<file path="src/rtl/sisc_pkg.sv">
// Shared SISC definitions: opcodes, addressing modes, instruction field
// positions and the fetch state encoding.
package sisc_pkg;

  localparam logic [3:0] OP_NOOP   = 4'd0;
  localparam logic [3:0] OP_LOD    = 4'd1;
  localparam logic [3:0] OP_STR    = 4'd2;
  localparam logic [3:0] OP_SWP    = 4'd3;
  localparam logic [3:0] OP_BRA    = 4'd4;
  localparam logic [3:0] OP_BRR    = 4'd5;
  localparam logic [3:0] OP_BNE    = 4'd6;
  localparam logic [3:0] OP_BNR    = 4'd7;
  localparam logic [3:0] OP_ALU_OP = 4'd8;
  localparam logic [3:0] OP_HLT    = 4'd15;

  localparam logic [3:0] AM_IMM = 4'd8;

  // imm overlaps rt: both start at bit 15
  localparam int OPCODE_MSB = 31;
  localparam int OPCODE_LSB = 28;
  localparam int MM_MSB     = 27;
  localparam int MM_LSB     = 24;
  localparam int RD_MSB     = 23;
  localparam int RD_LSB     = 20;
  localparam int RS_MSB     = 19;
  localparam int RS_LSB     = 16;
  localparam int RT_MSB     = 15;
  localparam int RT_LSB     = 12;
  localparam int IMM_MSB    = 15;
  localparam int IMM_LSB    = 0;

  typedef enum logic {
    FETCH_IDLE = 1'b0,
    FETCH_WAIT = 1'b1
  } fetch_state_t;

endpackage

</file>
<file path="src/rtl/sisc_pc_next.sv">
// Next-PC selection: hold, clear, increment, absolute or PC-relative branch.
module sisc_pc_next #(
  parameter int PC_W = 16
) (
  input  logic [PC_W-1:0] pc,
  input  logic [15:0]     imm,
  input  logic            pc_rst,
  input  logic            pc_write,
  input  logic            pc_sel,
  input  logic            br_sel,
  output logic [PC_W-1:0] pc_nxt
);

  always_comb begin
    pc_nxt = pc;
    if (pc_rst) begin
      pc_nxt = '0;
    end else if (pc_write) begin
      if (!pc_sel) begin
        pc_nxt = pc + PC_W'(1);
      end else if (br_sel) begin
        pc_nxt = PC_W'(imm);
      end else begin
        // relative target: imm is a signed displacement, result wraps
        pc_nxt = pc + PC_W'($signed(imm));
      end
    end
  end

endmodule

</file>
<file path="src/rtl/sisc_fetch_unit.sv">
// SISC datapath fetch side: PC, instruction-memory read handshake with
// timeout, instruction register with field decode, and status register.
//
// state      | meaning
// FETCH_IDLE | no read outstanding; ir_load starts a fetch at the current pc
// FETCH_WAIT | read issued at imem_addr, waiting for imem_rdy or timeout
module sisc_fetch_unit
  import sisc_pkg::*;
#(
  parameter int PC_W         = 16,
  parameter int INSTR_W      = 32,
  parameter int IMEM_TIMEOUT = 15
) (
  input  logic               clk,
  input  logic               rst,
  input  logic               pc_rst,
  input  logic               pc_write,
  input  logic               pc_sel,
  input  logic               br_sel,
  input  logic               ir_load,
  input  logic [3:0]         stat_in,
  input  logic               stat_en,
  output logic               imem_req,
  output logic [PC_W-1:0]    imem_addr,
  input  logic               imem_rdy,
  input  logic [INSTR_W-1:0] imem_rdata,
  output logic [PC_W-1:0]    pc,
  output logic [INSTR_W-1:0] ir,
  output logic [3:0]         opcode,
  output logic [3:0]         mm,
  output logic [3:0]         rd,
  output logic [3:0]         rs,
  output logic [3:0]         rt,
  output logic [15:0]        imm,
  output logic [3:0]         stat,
  output logic               ir_valid,
  output logic               fetch_busy,
  output logic               fetch_err
);

  localparam int TMO_W = $clog2(IMEM_TIMEOUT + 1);
  localparam logic [TMO_W-1:0] TMO_LAST = TMO_W'(IMEM_TIMEOUT - 1);

  fetch_state_t        state_q;
  logic [PC_W-1:0]     pc_q;
  logic [PC_W-1:0]     pc_nxt;
  logic [PC_W-1:0]     addr_q;
  logic [INSTR_W-1:0]  ir_q;
  logic [3:0]          stat_q;
  logic [TMO_W-1:0]    tmo_cnt_q;
  logic                req_q;
  logic                busy_q;
  logic                valid_q;
  logic                err_q;

  sisc_pc_next #(
    .PC_W (PC_W)
  ) u_pc_next (
    .pc       (pc_q),
    .imm      (imm),
    .pc_rst   (pc_rst),
    .pc_write (pc_write),
    .pc_sel   (pc_sel),
    .br_sel   (br_sel),
    .pc_nxt   (pc_nxt)
  );

  always_ff @(posedge clk) begin
    if (rst) begin
      state_q   <= FETCH_IDLE;
      pc_q      <= '0;
      addr_q    <= '0;
      ir_q      <= '0;
      stat_q    <= '0;
      tmo_cnt_q <= '0;
      req_q     <= 1'b0;
      busy_q    <= 1'b0;
      valid_q   <= 1'b0;
      err_q     <= 1'b0;
    end else begin
      pc_q    <= pc_nxt;
      valid_q <= 1'b0;
      if (stat_en) begin
        stat_q <= stat_in;
      end
      case (state_q)
        FETCH_IDLE: begin
          if (ir_load) begin
            // pc_q is the pre-update value, so fetch+increment reads the old PC
            addr_q    <= pc_q;
            req_q     <= 1'b1;
            busy_q    <= 1'b1;
            tmo_cnt_q <= '0;
            state_q   <= FETCH_WAIT;
          end
        end
        FETCH_WAIT: begin
          if (ir_load) begin
            err_q <= 1'b1;
          end
          if (imem_rdy) begin
            ir_q    <= imem_rdata;
            valid_q <= 1'b1;
            req_q   <= 1'b0;
            busy_q  <= 1'b0;
            state_q <= FETCH_IDLE;
          end else if (tmo_cnt_q == TMO_LAST) begin
            err_q   <= 1'b1;
            req_q   <= 1'b0;
            busy_q  <= 1'b0;
            state_q <= FETCH_IDLE;
          end else begin
            tmo_cnt_q <= tmo_cnt_q + TMO_W'(1);
          end
        end
      endcase
    end
  end

  assign pc         = pc_q;
  assign imem_addr  = addr_q;
  assign imem_req   = req_q;
  assign ir         = ir_q;
  assign stat       = stat_q;
  assign ir_valid   = valid_q;
  assign fetch_busy = busy_q;
  assign fetch_err  = err_q;

  assign opcode = ir_q[OPCODE_MSB:OPCODE_LSB];
  assign mm     = ir_q[MM_MSB:MM_LSB];
  assign rd     = ir_q[RD_MSB:RD_LSB];
  assign rs     = ir_q[RS_MSB:RS_LSB];
  assign rt     = ir_q[RT_MSB:RT_LSB];
  assign imm    = ir_q[IMM_MSB:IMM_LSB];

endmodule

</file>
<file path="config.mk">
export PLATFORM = sky130hd
export DESIGN_NAME = sisc_fetch_unit
export DESIGN_NICKNAME = d
export VERILOG_FILES = /design/src/rtl/sisc_pkg.sv /design/src/rtl/sisc_pc_next.sv /design/src/rtl/sisc_fetch_unit.sv
export SDC_FILE = /design/constraint.sdc
export NUM_CORES = 1
export LEC_CHECK = 0
export CORE_MARGIN = 2
export CORE_UTILIZATION = 42
export DETAILED_ROUTE_END_ITERATION = 8
export GPL_TIMING_DRIVEN = 0
export PLACE_DENSITY = 0.87
export REMOVE_ABC_BUFFERS = 1
export SYNTH_ARGS = -nofsm -noshare
export SYNTH_HDL_FRONTEND = slang
export SYNTH_HIERARCHICAL = 1
export SYNTH_SLANG_ARGS = --single-unit
</file>
<file path="constraint.sdc">
create_clock -name clk -period 2.6 [get_ports clk]
set_input_delay 0.78 -clock clk [delete_from_list [all_inputs] [get_ports clk]]
set_output_delay 0.78 -clock clk [all_outputs]
set_load 0.05 [all_outputs]
</file>
==> results <==
- In the global route stage, met1 resource usage came out at 0.260.
- For this configuration, the core starts out at a cell density of 0.433.
- Synthesis instantiated 59 different standard cells from the library.
- At the worst endpoint, the arrival time is 1740 ps.
- The met3 routing resource usage after global routing is 0.0454.
- The transition at the pin with the smallest max-transition slack is 1240 ps.
- The kind of cell adding the most delay to the critical path is buffers and inverters.
- The number of buffer cells added on primary ports is 152.
- The first global-routing pass estimated 20.2 mm of wire.
- The worst setup path endpoint is pc[5].
- The type of the setup path with the least slack is register to output pin.
- The clock tree from TritonCTS is yes.
- After detailed placement, the total cell area comes to 0.00575 mm².
- The design draws 2.93 mW.
- After clock tree synthesis, the clock-pin slew on the worst setup and hold paths is 80 ps.
- Between clock sinks in the finished design, the worst skew comes to 7.30 ps.
- Tracing the worst setup path back leads to its startpoint at pc[5]$_SDFF_PP0_.
- Entering global routing, the biggest net connects 45 pins.
- STA classifies the critical path startpoint as a register.
- The standard-cell row count is 37.
- The fraction of final layout cells sized beyond drive strength 1 is 0.0738.
- The root buffer selected by CTS is clkbuf_8.
- The die is 107 µm wide.
- After filler insertion, the fill cell instance count of the layout stands at 922.
- The clock buffer count from CTS is 9.
- The run finished with clean final reports.
- After detailed routing, the average wire length per cell comes to 15.4 µm.
- Timing would allow up to 397 MHz.
- The placement-stage worst setup slack is -695 ps.
- The startpoint identified for the worst register-to-register timing path is pc[0]$_SDFF_PP0_.
- For this run, the register share of the synthesized area comes to 0.339.
- Setup slack closes at 80.8 ps.
- The placed cell count is 804.
- The combined buffer and inverter count along the critical path is 1.
- The largest individual stage delay along the critical path comes from the cell clkdlybuf4s50_1.
- The total number of vias is 4,634.
- The number of synthesized register bits is 76.
- The via count of the first global-routing pass is 4,374.
- The count of nets left with antenna violations once routing finished came out at 0.
- Setup violations remaining at the end of the flow were counted as 0.
- The number of slew-limit violations in the final report is 0.
- Once layout is complete, the utilization of the core stands at 0.591.
- The global-route congestion overflow total is 0.
- The final net count is 750.
- The minimum clock period is 2520 ps.
- The worst register-to-register path ends at pc[12]$_SDFF_PP0_.
- The class of the tightest hold or removal check is register to register.
- The total iterations of the first detailed-routing run is 5.
- The top fanout value on the critical path is 9.
- The highest ir drop seen on vdd is 0.000276 V.
- The remaining max-slew budget at the tightest pin is 0.171.
- In this run the number of cells on the critical path is 1.
- The clock insertion delay at the later pin of the skew report is 350 ps.
- The async set-reset flop share out of synthesis is 0.
- The worst hold margin is 461 ps.
- The DRC violation count after routing is 0.
- The overall die height is 107 µm.
- Detailed placement finished with a half-perimeter wire length of 8.73 mm.
- For this run, the slowest stage of the critical path takes 870 ps.
- For the worst setup path, the data required time is 1820 ps.
- The final weighted congestion of routability-driven global placement is 0.899.
- The layer with the highest usage is met2.
- Once layout is done, the placed cells without fillers occupy 0.00613 mm².
- After detailed routing, the number of vias per cell comes to 5.60.
- Walking the worst path, the cells encountered are clkdlybuf4s50_1.
- The static leakage is 2.20 nW.
- The max-capacitance violation count is 0.
- Setup repair after global routing could not meet its margin everywhere.
- The worst register-to-register path has a setup slack of 90 ps.
- The growth of design area from synthesis to finish is 36.4%.
- The total power density per cell area is 478 mW/mm².
- Across every metal layer, demand over resource in global routing totals 0.217.
- Excluding fillers, the count of instances in the completed layout stands at 827.
- The maximum clock insertion buffer count is 2.
- The number of I/O pins is 153.
- The clock sink count is 76.
- For met2 alone, demand over resource in global routing was 0.372.
- The number of hold violations in the final report is 0.
- The number of inserted diodes is 0.
- In the finished design, the share of the clock period the worst path needs comes to 0.969.
- The first routing iteration left 361 violations.
- Counting every instance in the synthesized netlist gives 585.
- The count of cells along the worst register-to-register path is 11.
- The die covers 0.0115 mm².
- In this run the standard cell core region covers 0.0104 mm².
- The worst setup path is captured at an output pin.
- The initial antenna violation count is 0.
- The H-tree was split into 3 levels.
- The aggregate routed wire length is 12.7 mm.
- The synthesized cell area is 0.00449 mm².
- The synthesized area per cell is 7.68 µm².
- The predominant post-synthesis flop cell is dfxtp_1.
- The count of flip-flops with a built-in enable after synthesis is 0.
- The Yosys step of the flow raised 6 warnings.
- Summed over all failing endpoints, the final setup total negative slack is 0 ps.
power by group:
group	switching, mW	internal (mW)
Sequential	0.0393	1.20
Combinational	0.361	0.215
Clock	0.473	0.645
worst min path at each step:
| stage | slack [ps] | start | cells after the start | end |
|---|---|---|---|---|
| 5_1_grt | 490 | imem_addr[15]$_SDFFE_PP0P_ | 2 | imem_addr[15]$_SDFFE_PP0P_ |
| 3_5_place_dp | 450 | imem_addr[2]$_SDFFE_PP0P_ | 2 | imem_addr[2]$_SDFFE_PP0P_ |
| 6_report | 460 | imem_addr[2]$_SDFFE_PP0P_ | 2 | imem_addr[2]$_SDFFE_PP0P_ |
| 2_1_floorplan | 490 | tmo_cnt_q[0]$_SDFFE_PP0P_ | 2 | tmo_cnt_q[0]$_SDFFE_PP0P_ |
| 4_1_cts | 460 | imem_addr[2]$_SDFFE_PP0P_ | 2 | imem_addr[2]$_SDFFE_PP0P_ |
| 3_3_place_gp | 440 | imem_addr[8]$_SDFFE_PP0P_ | 2 | imem_addr[8]$_SDFFE_PP0P_ |
cells in the mapped netlist (6+ instances only):
master | number | area, µm²
nand2_1 | 118 | 443
dfxtp_1 | 76 | 1520
a21oi_1 | 67 | 335
buf_4 | 41 | 308
o21ai_0 | 32 | 160
nor2_1 | 28 | 105
nor2b_1 | 21 | 131
ha_1 | 18 | 225
clkbuf_1 | 17 | 63.8
nand3_1 | 15 | 75.1
inv_1 | 12 | 45.0
mux2i_1 | 10 | 100
nand2b_1 | 8 | 50.1
nand4_1 | 8 | 50.1
a31oi_1 | 6 | 37.5
and3_1 | 6 | 37.5
buf_2 | 6 | 30.0
or3_1 | 6 | 37.5
xnor2_1 | 6 | 52.6
cell type report:
| cell class | count | area, µm² | share of cell area |
|---|---|---|---|
| Timing Repair Buffer | 160 | 1590 | 0.259 |
| Sequential cell | 76 | 1540 | 0.251 |
| Tap cell | 136 | 170 | 0.0278 |
| Multi-Input combinational cell | 427 | 2550 | 0.415 |
| Clock inverter | 7 | 121 | 0.0198 |
| Inverter | 12 | 45.0 | 0.00735 |
| Clock buffer | 9 | 124 | 0.0202 |
state kept, by name, summed over array words and instances, names as in the netlist:
name        count
fetch_busy      1
fetch_err       1
imem_addr      16
ir             32
ir_valid        1
pc             16
stat            4
state_q         1
tmo_cnt_q       4
worst reg2reg max path: cells and delay by family (launching register included):
kind	cells	cell delay, ps
compound gates	4	980
simple gates	3	510
fa+ha+maj	2	400
buf+inv	1	50
xor+xnor	1	70
flops	1	360
metal layers:
metal,wire (µm),part of all wire
met5,0,0
met3,1010,0.080
met1,4990,0.39
met2,6290,0.49
met4,441,0.035
cell usage in the layout, fill, tap and decap left out, types with 6 or more instances in the layout:
master / count
a21oi_1: 67
dfxtp_2: 6
and3_1: 6
nand2_1: 118
xnor2_1: 6
nor2_1: 28
nand4_1: 8
a31oi_1: 6
o21ai_0: 31
nand2b_1: 8
dfxtp_1: 68
inv_1: 11
clkbuf_8: 9
clkdlybuf4s50_1: 148
nand3_1: 15
nor2b_1: 20
ha_1: 16
mux2i_1: 10
buf_4: 7
cell families (layout without fill, tap and decap cells):
family / after synthesis / count (layout) / share of synthesized area
xor+xnor: 9 / 9 / 0.0175
buf+inv: 82 / 188 / 0.111
simple gates: 229 / 229 / 0.236
flops: 76 / 76 / 0.339
mux: 10 / 10 / 0.0223
fa+ha+maj: 19 / 19 / 0.0546
compound gates: 160 / 160 / 0.220
what timing repair did:
item | 4_1_cts | 5_1_grt
buffers inserted | 2 | 5
setup endpoints to repair | 8 | 10
resized for setup | 9 | 19
pin swaps | 2 | 6
hold buffers | 0 | 0
Note: power is estimated with default switching activity, not from simulation.
